<file path="src/rtl/aes_ctrl_pkg.sv">
// Shared definitions for the AES job controller and its helpers.
// Holds the controller state encoding, the operation codes carried on
// cmd_op/rsp_op and the AES block width used for data and key buses.
package aes_ctrl_pkg;

  localparam int AES_BLOCK_W = 128;

  localparam logic OP_ENC = 1'b0;
  localparam logic OP_DEC = 1'b1;

  typedef enum logic [1:0] {
    IDLE   = 2'd0,
    LAUNCH = 2'd1,
    WAIT   = 2'd2,
    RESP   = 2'd3
  } ctrl_state_e;

endpackage

</file>
<file path="src/rtl/aes_job_timer.sv">
// Watchdog counter for an engine job.
// Ports:
//   clk, reset : rising-edge clock, asynchronous active-high reset
//   clear      : force the count back to 0 (wins over enable)
//   enable     : advance the count by one this cycle
//   expire     : high in an enabled cycle whose increment brings the count
//                to LIMIT, so the owner can act in that same cycle
module aes_job_timer #(
  parameter int CNT_W = 8,
  parameter int LIMIT = 63
) (
  input  logic clk,
  input  logic reset,
  input  logic clear,
  input  logic enable,
  output logic expire
);

  localparam logic [CNT_W-1:0] LAST = CNT_W'(LIMIT - 1);

  logic [CNT_W-1:0] count_q;
  logic [CNT_W-1:0] count_d;

  always_comb begin
    count_d = count_q;
    if (clear) begin
      count_d = '0;
    end else if (enable) begin
      count_d = count_q + CNT_W'(1);
    end
  end

  always_ff @(posedge clk or posedge reset) begin
    if (reset) begin
      count_q <= '0;
    end else begin
      count_q <= count_d;
    end
  end

  // count_q still holds the pre-increment value, hence the compare with LIMIT-1.
  assign expire = enable && !clear && (count_q == LAST);

endmodule

</file>
<file path="src/rtl/aes_job_controller.sv">
// Sequencer in front of the AES encrypt/decrypt engines.
// Takes one job at a time on the cmd_* valid/ready channel, pulses the
// matching engine start for one cycle, waits for that engine's done (or a
// watchdog timeout) and returns the result with tag/op/status on rsp_*.
// Ports:
//   clk, reset                : clock, asynchronous active-high reset
//   cmd_valid/ready, cmd_op/data/key/tag : command channel
//   core_data, core_key       : registered job data/key to both engines
//   core_start_enc/dec        : one-cycle start pulses
//   core_done_enc/dec, core_cipher/plain : engine completion and results
//   rsp_valid/ready, rsp_data/op/tag/timeout : response channel
//   busy                      : controller is not idle
module aes_job_controller
  import aes_ctrl_pkg::*;
#(
  parameter int TAG_W          = 4,
  parameter int TIMEOUT_CYCLES = 64,
  parameter int CNT_W          = 8
) (
  input  logic                   clk,
  input  logic                   reset,
  input  logic                   cmd_valid,
  output logic                   cmd_ready,
  input  logic                   cmd_op,
  input  logic [AES_BLOCK_W-1:0] cmd_data,
  input  logic [AES_BLOCK_W-1:0] cmd_key,
  input  logic [TAG_W-1:0]       cmd_tag,
  output logic [AES_BLOCK_W-1:0] core_data,
  output logic [AES_BLOCK_W-1:0] core_key,
  output logic                   core_start_enc,
  output logic                   core_start_dec,
  input  logic                   core_done_enc,
  input  logic                   core_done_dec,
  input  logic [AES_BLOCK_W-1:0] core_cipher,
  input  logic [AES_BLOCK_W-1:0] core_plain,
  output logic                   rsp_valid,
  input  logic                   rsp_ready,
  output logic [AES_BLOCK_W-1:0] rsp_data,
  output logic                   rsp_op,
  output logic [TAG_W-1:0]       rsp_tag,
  output logic                   rsp_timeout,
  output logic                   busy
);

  ctrl_state_e            state_q, state_d;
  logic                   cmd_ready_q, cmd_ready_d;
  logic                   op_q, op_d;
  logic [AES_BLOCK_W-1:0] data_q, data_d;
  logic [AES_BLOCK_W-1:0] key_q, key_d;
  logic [TAG_W-1:0]       tag_q, tag_d;
  logic [AES_BLOCK_W-1:0] rsp_data_q, rsp_data_d;
  logic                   rsp_timeout_q, rsp_timeout_d;

  logic                   sel_done;
  logic [AES_BLOCK_W-1:0] sel_result;
  logic                   timer_expire;

  // Only the engine that owns the current job can complete it.
  assign sel_done   = (op_q == OP_DEC) ? core_done_dec : core_done_enc;
  assign sel_result = (op_q == OP_DEC) ? core_plain    : core_cipher;

  aes_job_timer #(
    .CNT_W (CNT_W),
    .LIMIT (TIMEOUT_CYCLES - 1)
  ) u_timer (
    .clk    (clk),
    .reset  (reset),
    .clear  (state_q == LAUNCH),
    .enable (state_q == WAIT),
    .expire (timer_expire)
  );

  // cmd_ready is registered from the next state so it is 0 while reset is
  // held and rises on the first clock edge after release.
  always_comb begin
    state_d       = state_q;
    op_d          = op_q;
    data_d        = data_q;
    key_d         = key_q;
    tag_d         = tag_q;
    rsp_data_d    = rsp_data_q;
    rsp_timeout_d = rsp_timeout_q;
    case (state_q)
      IDLE: begin
        if (cmd_valid && cmd_ready_q) begin
          op_d    = cmd_op;
          data_d  = cmd_data;
          key_d   = cmd_key;
          tag_d   = cmd_tag;
          state_d = LAUNCH;
        end
      end
      LAUNCH: begin
        state_d = WAIT;
      end
      WAIT: begin
        // done is checked first so it wins over a coincident expiry
        if (sel_done) begin
          rsp_data_d    = sel_result;
          rsp_timeout_d = 1'b0;
          state_d       = RESP;
        end else if (timer_expire) begin
          rsp_data_d    = '0;
          rsp_timeout_d = 1'b1;
          state_d       = RESP;
        end
      end
      RESP: begin
        if (rsp_ready) begin
          state_d = IDLE;
        end
      end
      default: begin
        state_d = IDLE;
      end
    endcase
    cmd_ready_d = (state_d == IDLE);
  end

  always_ff @(posedge clk or posedge reset) begin
    if (reset) begin
      state_q       <= IDLE;
      cmd_ready_q   <= 1'b0;
      op_q          <= 1'b0;
      data_q        <= '0;
      key_q         <= '0;
      tag_q         <= '0;
      rsp_data_q    <= '0;
      rsp_timeout_q <= 1'b0;
    end else begin
      state_q       <= state_d;
      cmd_ready_q   <= cmd_ready_d;
      op_q          <= op_d;
      data_q        <= data_d;
      key_q         <= key_d;
      tag_q         <= tag_d;
      rsp_data_q    <= rsp_data_d;
      rsp_timeout_q <= rsp_timeout_d;
    end
  end

  assign cmd_ready      = cmd_ready_q;
  assign core_data      = data_q;
  assign core_key       = key_q;
  assign core_start_enc = (state_q == LAUNCH) && (op_q == OP_ENC);
  assign core_start_dec = (state_q == LAUNCH) && (op_q == OP_DEC);
  assign rsp_valid      = (state_q == RESP);
  assign rsp_data       = rsp_data_q;
  assign rsp_op         = op_q;
  assign rsp_tag        = tag_q;
  assign rsp_timeout    = rsp_timeout_q;
  assign busy           = (state_q != IDLE);

endmodule

</file>
<file path="config.mk">
export PLATFORM = sky130hd
export DESIGN_NAME = aes_job_controller
export DESIGN_NICKNAME = d
export VERILOG_FILES = /design/src/rtl/aes_ctrl_pkg.sv /design/src/rtl/aes_job_timer.sv /design/src/rtl/aes_job_controller.sv
export SDC_FILE = /design/constraint.sdc
export NUM_CORES = 1
export LEC_CHECK = 0
export CAP_MARGIN = 20
export CORE_AREA = 2 2 361 363
export DETAILED_ROUTE_END_ITERATION = 8
export DIE_AREA = 0 0 363 365
export SLEW_MARGIN = 10
export SYNTH_ARGS = -nofsm -noshare
export SYNTH_HDL_FRONTEND = slang
export SYNTH_SLANG_ARGS = --single-unit
</file>
<file path="constraint.sdc">
create_clock -name clk -period 19.7 [get_ports clk]
set_clock_uncertainty 0.1 [all_clocks]
set_input_delay 4.925 -clock clk [delete_from_list [all_inputs] [get_ports clk]]
set_output_delay 4.925 -clock clk [all_outputs]
set_load 0.01 [all_outputs]
</file>
# Word-level counts from Yosys, hierarchy flattened
# Cells that the tools add are included.
[word_totals]
word_cells = 41
inputBits = 523
register_bits = 401
out_inout_bits = 395
[classes]
n_reduce_logical = 13
n_eq_ne = 4
n_addsub = 1
bitwise = 1
muxes = 13
[ops]
columns = ["cell", "n"]
rows = [
  ["128-bit 2-to-1 mux", 3],
  ["8-bit 2-to-1 mux", 2],
  ["8-bit by 1-bit adder with 8-bit output (second input constant)", 1],
  ["8-bit by 6-bit equality test with 1-bit output (second input constant)", 1],
  ["2-bit 2-to-1 mux", 4],
  ["2-bit case mux with 4 select lines", 1],
  ["2-bit nonzero test", 3],
  ["1-bit logical AND", 5],
  ["2-bit equality test (second input constant)", 2],
  ["2-bit zero test", 2],
  ["2-bit AND reduction", 2],
  ["1-bit 2-to-1 mux", 3],
  ["2-bit by 1-bit equality test with 1-bit output (second input constant)", 1],
  ["1-bit zero test", 1],
  ["1-bit inverter", 1],
]

# Depth between registers and ports, before layout
[logic_depth]
word_depth = 8
ltp_mapped = 7
mapped_depth_nobuf = 6

# Modules after synthesis
# Synthesis repeated with hierarchy kept, for this count alone.
[hier_totals]
cells_unflattened = 1044
hier_area_um2 = 16437.0
[by_module_without_submodules]
columns = ["module", "n_inst", "cells_each", "area_per_inst_um2", "seq_area_each_um2"]
rows = [
  ["aes_job_controller", 1, 1002, 16025.4, 9834.4],
  ["aes_job_timer", 1, 42, 411.6, 200.2],
]

# Least setup slack after synthesis
# No wires, ideal clock.
[synth_timing]
path_kind = "register -> output"
start = "register op_q (netlist: rsp_op)"
end = "output core_start_dec"
stages_incl_launch_ff = 5
arrival_time_ns = 1.306
path_buffers = 3
required_ns = 14.675
slack_ns = 13.369
cell_sequence = "dfrtp_1 -> buf_2 -> buf_4 -> clkbuf_1 -> and2_1"
[synth_between]
elab_chain_len = 1
[synth_lines]
columns = ["element", "line_no", "text"]
rows = [
  ["start: declaration", "aes_job_controller.sv:47", "logic op_q, op_d;"],
  ["start signal: assignment", "aes_job_controller.sv:133", "op_q <= op_d;"],
  ["1-bit logical AND", "aes_job_controller.sv:146", "assign core_start_dec = (state_q == LAUNCH) && (op_q == OP_DEC);"],
  ["end: declaration", "aes_job_controller.sv:31", "output logic core_start_dec,"],
]
# No other way between the ends.

==> flow_summary.json <==
{
  "outcome": "finished, final reports clean",
  "grt_pass1_wl_um": 116000,
  "layout_min_cycle_time_ns": 7.99,
  "cts-root-buf": "clkbuf_16",
  "critPathMaxFanout": 97,
  "die_x_um": 363,
  "dieArea_mm2": 0.132,
  "worstMarginPinSlew_ns": 1.05,
  "finalHoldViolCount": 0,
  "cp.required_ns": 20.21,
  "maxCapViolations": 0,
  "crit_type": "input port to async pin",
  "grt_max_degree": 161,
  "cts-hold-fix-buffers": 0,
  "clk_latency_ns": 0.61,
  "cts_tree": "yes",
  "leakage_nw": 11.5,
  "initial_utilization_pct": 12.6,
  "reg2reg_from": "rsp_op$_DFFE_PP0P_",
  "clk_pin_slew_worst_paths_ns": 0.06,
  "power_density_mw_per_mm2": 163,
  "drv_slew": 0,
  "dpl.cell_count": 3581,
  "fin_crit_sh_pct": 40.6,
  "fin_nets": 2488,
  "grt.overflow.total": 0,
  "wl_per_cell_um": 24.4,
  "cp.arrival_ns": 8.51,
  "synth_nets": 1577,
  "antenna_found_initial": 40,
  "ys_types": 32,
  "cp-startpoint": "reset",
  "first_global_vias": 13200,
  "vdd_drop_max_v": 0.0000779,
  "ys_seq_elements": 401,
  "drt_iter0_markers": 479,
  "fmax_ghz": 0.125,
  "rsz0062_at_grt": "false",
  "track_usage_pct": 12.8,
  "setup_violations": 0,
  "via_per_inst": 3.48,
  "postRouteAntennaNets": 0,
  "hold_start": "rsp_data[21]$_DFFE_PP0P_",
  "cp-end-kind": "async pin",
  "postSynthCellCount": 1048,
  "drive_above_1_share_pct": 17.9,
  "netlist_area_mm2": 0.0162,
  "synth_warnings": 0,
  "rows": 132,
  "place_congestion": 0.817,
  "coreArea_mm2": 0.129,
  "cts_setup_buffers": 0,
  "cts_sinks": 401,
  "cts_made_buffers": 51,
  "startpoint_type": "input port",
  "max-slew-margin-rel_pct": 30.0,
  "htreeDepth": 2,
  "pin_count": 918,
  "post-dp-hpwl_um": 73200,
  "io_buffers": 917,
  "cts-resized-gates": 0,
  "die_height_um": 365,
  "fin_tns_setup_ns": 0,
  "syn_avg_cell_area_um2": 15.4,
  "worstHoldPathType": "register to register",
  "dr.pass1.iters": 4,
  "drc_errors": 0,
  "syn_to_final_growth_pct": 78.5,
  "ys_seq_area_share_pct": 62.1,
  "wirelength_um": 89700,
  "fin_cells": 3677,
  "ctsLongestPathBuffers": 3,
  "vias": 12800
}
==> where the power goes <==
group	total [mW]	internal (mW)	switching [mW]
registers	1.48	1.24	0.247
logic	2.28	1.22	1.06
clock network	0.936	0.549	0.387
total	4.70	3.01	1.69
==> cell usage after synthesis <==
| library cell | count | share of area [%] |
|---|---|---|
| dfrtp_1 | 401 | 62 |
| mux2_2 | 262 | 18 |
| o2bb2ai_1 | 131 | 7.1 |
| mux2i_1 | 129 | 8.0 |
| clkbuf_1 | 32 | 0.74 |
| buf_2 | 23 | 0.71 |
| buf_6 | 12 | 0.84 |
| a21oi_1 | 7 | 0.22 |
| inv_1 | 7 | 0.16 |
| ha_1 | 6 | 0.46 |
| nand2_1 | 5 | 0.12 |
| buf_1 | 3 | 0.070 |
| nand3_1 | 3 | 0.093 |
| xor2_1 | 3 | 0.16 |
| and2_1 | 2 | 0.077 |
| buf_4 | 2 | 0.093 |
| nor2_1 | 2 | 0.046 |
| nor3b_1 | 2 | 0.093 |
| o21ai_0 | 2 | 0.062 |
| o22ai_1 | 2 | 0.077 |
| a211oi_1 | 1 | 0.046 |
| a21boi_0 | 1 | 0.046 |
| a31oi_2 | 1 | 0.077 |
| and3_1 | 1 | 0.039 |
| and3b_1 | 1 | 0.054 |
| and4_1 | 1 | 0.054 |
| mux2_4 | 1 | 0.093 |
| nand2b_1 | 1 | 0.039 |
| nand4_1 | 1 | 0.039 |
| nor2b_1 | 1 | 0.039 |
| nor3_1 | 1 | 0.031 |
| o31ai_1 | 1 | 0.046 |
==> kinds of logic (layout without fill, tap and decap cells) <==
kind of cell | Yosys count | after routing | synth area share (%)
compound gates | 146 | 146 | 7.67
buf+inv | 79 | 1029 | 2.62
other cells | 0 | 4 | 0
flops | 401 | 401 | 62.1
mux | 392 | 392 | 26.3
xor+xnor | 3 | 3 | 0.163
simple gates | 21 | 21 | 0.720
fa+ha+maj | 6 | 6 | 0.464
==> worst paths after layout <==
path | end | slack, ns | cells past startpoint
max | core_key[43]$_DFFE_PP0P_ | 11.71 | 5
min in group asynchronous | core_data[102]$_DFFE_PP0P_ | 4.74 | 2
max reg2reg | rsp_data[20]$_DFFE_PP0P_ | 16.54 | 6
max in group clk | core_start_enc | 12.26 | 4
min | rsp_data[21]$_DFFE_PP0P_ | 0.39 | 1
min reg2reg | rsp_data[21]$_DFFE_PP0P_ | 0.39 | 1
==> per-stage QoR <==
step / hold slack (ns) / cell area (µm²) / setup slack [ns] / power, mW / util [%]
floorplan: 0.367 / 16200 / 3.52 / 2.37 / -
global placement: 0.371 / 27200 / 10.87 / 3.83 / 21.1
detailed placement: 0.373 / 27200 / 10.81 / 3.84 / 21.1
CTS: 0.389 / 28900 / 11.50 / 4.83 / 22.4
global route: 0.398 / 28900 / 11.14 / 4.96 / 22.4
finish: 0.387 / 28900 / 11.71 / 4.70 / 22.4
==> critical path, stage by stage <==
cell and delay (ns):
clkdlybuf4s50_1 0.50, inv_8 0.52, buf_4 0.80, buf_4 0.79
buf_4 0.80
==> layout by cell type (no fill, tap or decap), types with 4 or more instances in the layout <==
| cell | instances |
|---|---|
| inv_1 | 6 |
| clkbuf_8 | 10 |
| clkinvlp_4 | 4 |
| mux2_2 | 262 |
| clkdlybuf4s50_1 | 917 |
| dfrtp_1 | 400 |
| ha_1 | 6 |
| mux2i_1 | 129 |
| clkbuf_1 | 15 |
| o2bb2ai_1 | 131 |
| a21oi_1 | 7 |
| clkbuf_16 | 52 |
| nand2_1 | 4 |
| diode_2 | 4 |
| buf_4 | 12 |
| clkinv_2 | 5 |
==> metal layers <==
metal | up-vias | GRT usage (%) | part of all wire, %
li1 | 5704 | - | -
met1 | 6358 | 15.8 | 41
met2 | 557 | 20.2 | 46
met3 | 124 | 6.20 | 11
met4 | 52 | 2.45 | 1.7
met5 | - | 0 | 0.34
==> registers in the layout (all words and copies together) (netlist names) <==
register / cells
core_key: 128
rsp_op: 1
rsp_tag: 4
state_q: 2
u_timer.count_q: 8
core_data: 128
rsp_data: 128
cmd_ready: 1
rsp_timeout: 1
==> area by class of cell <==
cell class                      count  area (µm²)
Antenna cell                        4        10.0
Inverter                            7        33.8
Tap cell                         1675        2100
Multi-Input combinational cell    568        5740
Timing Repair Buffer              930        9290
Clock inverter                     15         158
Fill cell                       13700       99800
Sequential cell                   401       10000
Clock buffer                       77        1500
(Power assumes the default switching activity.)
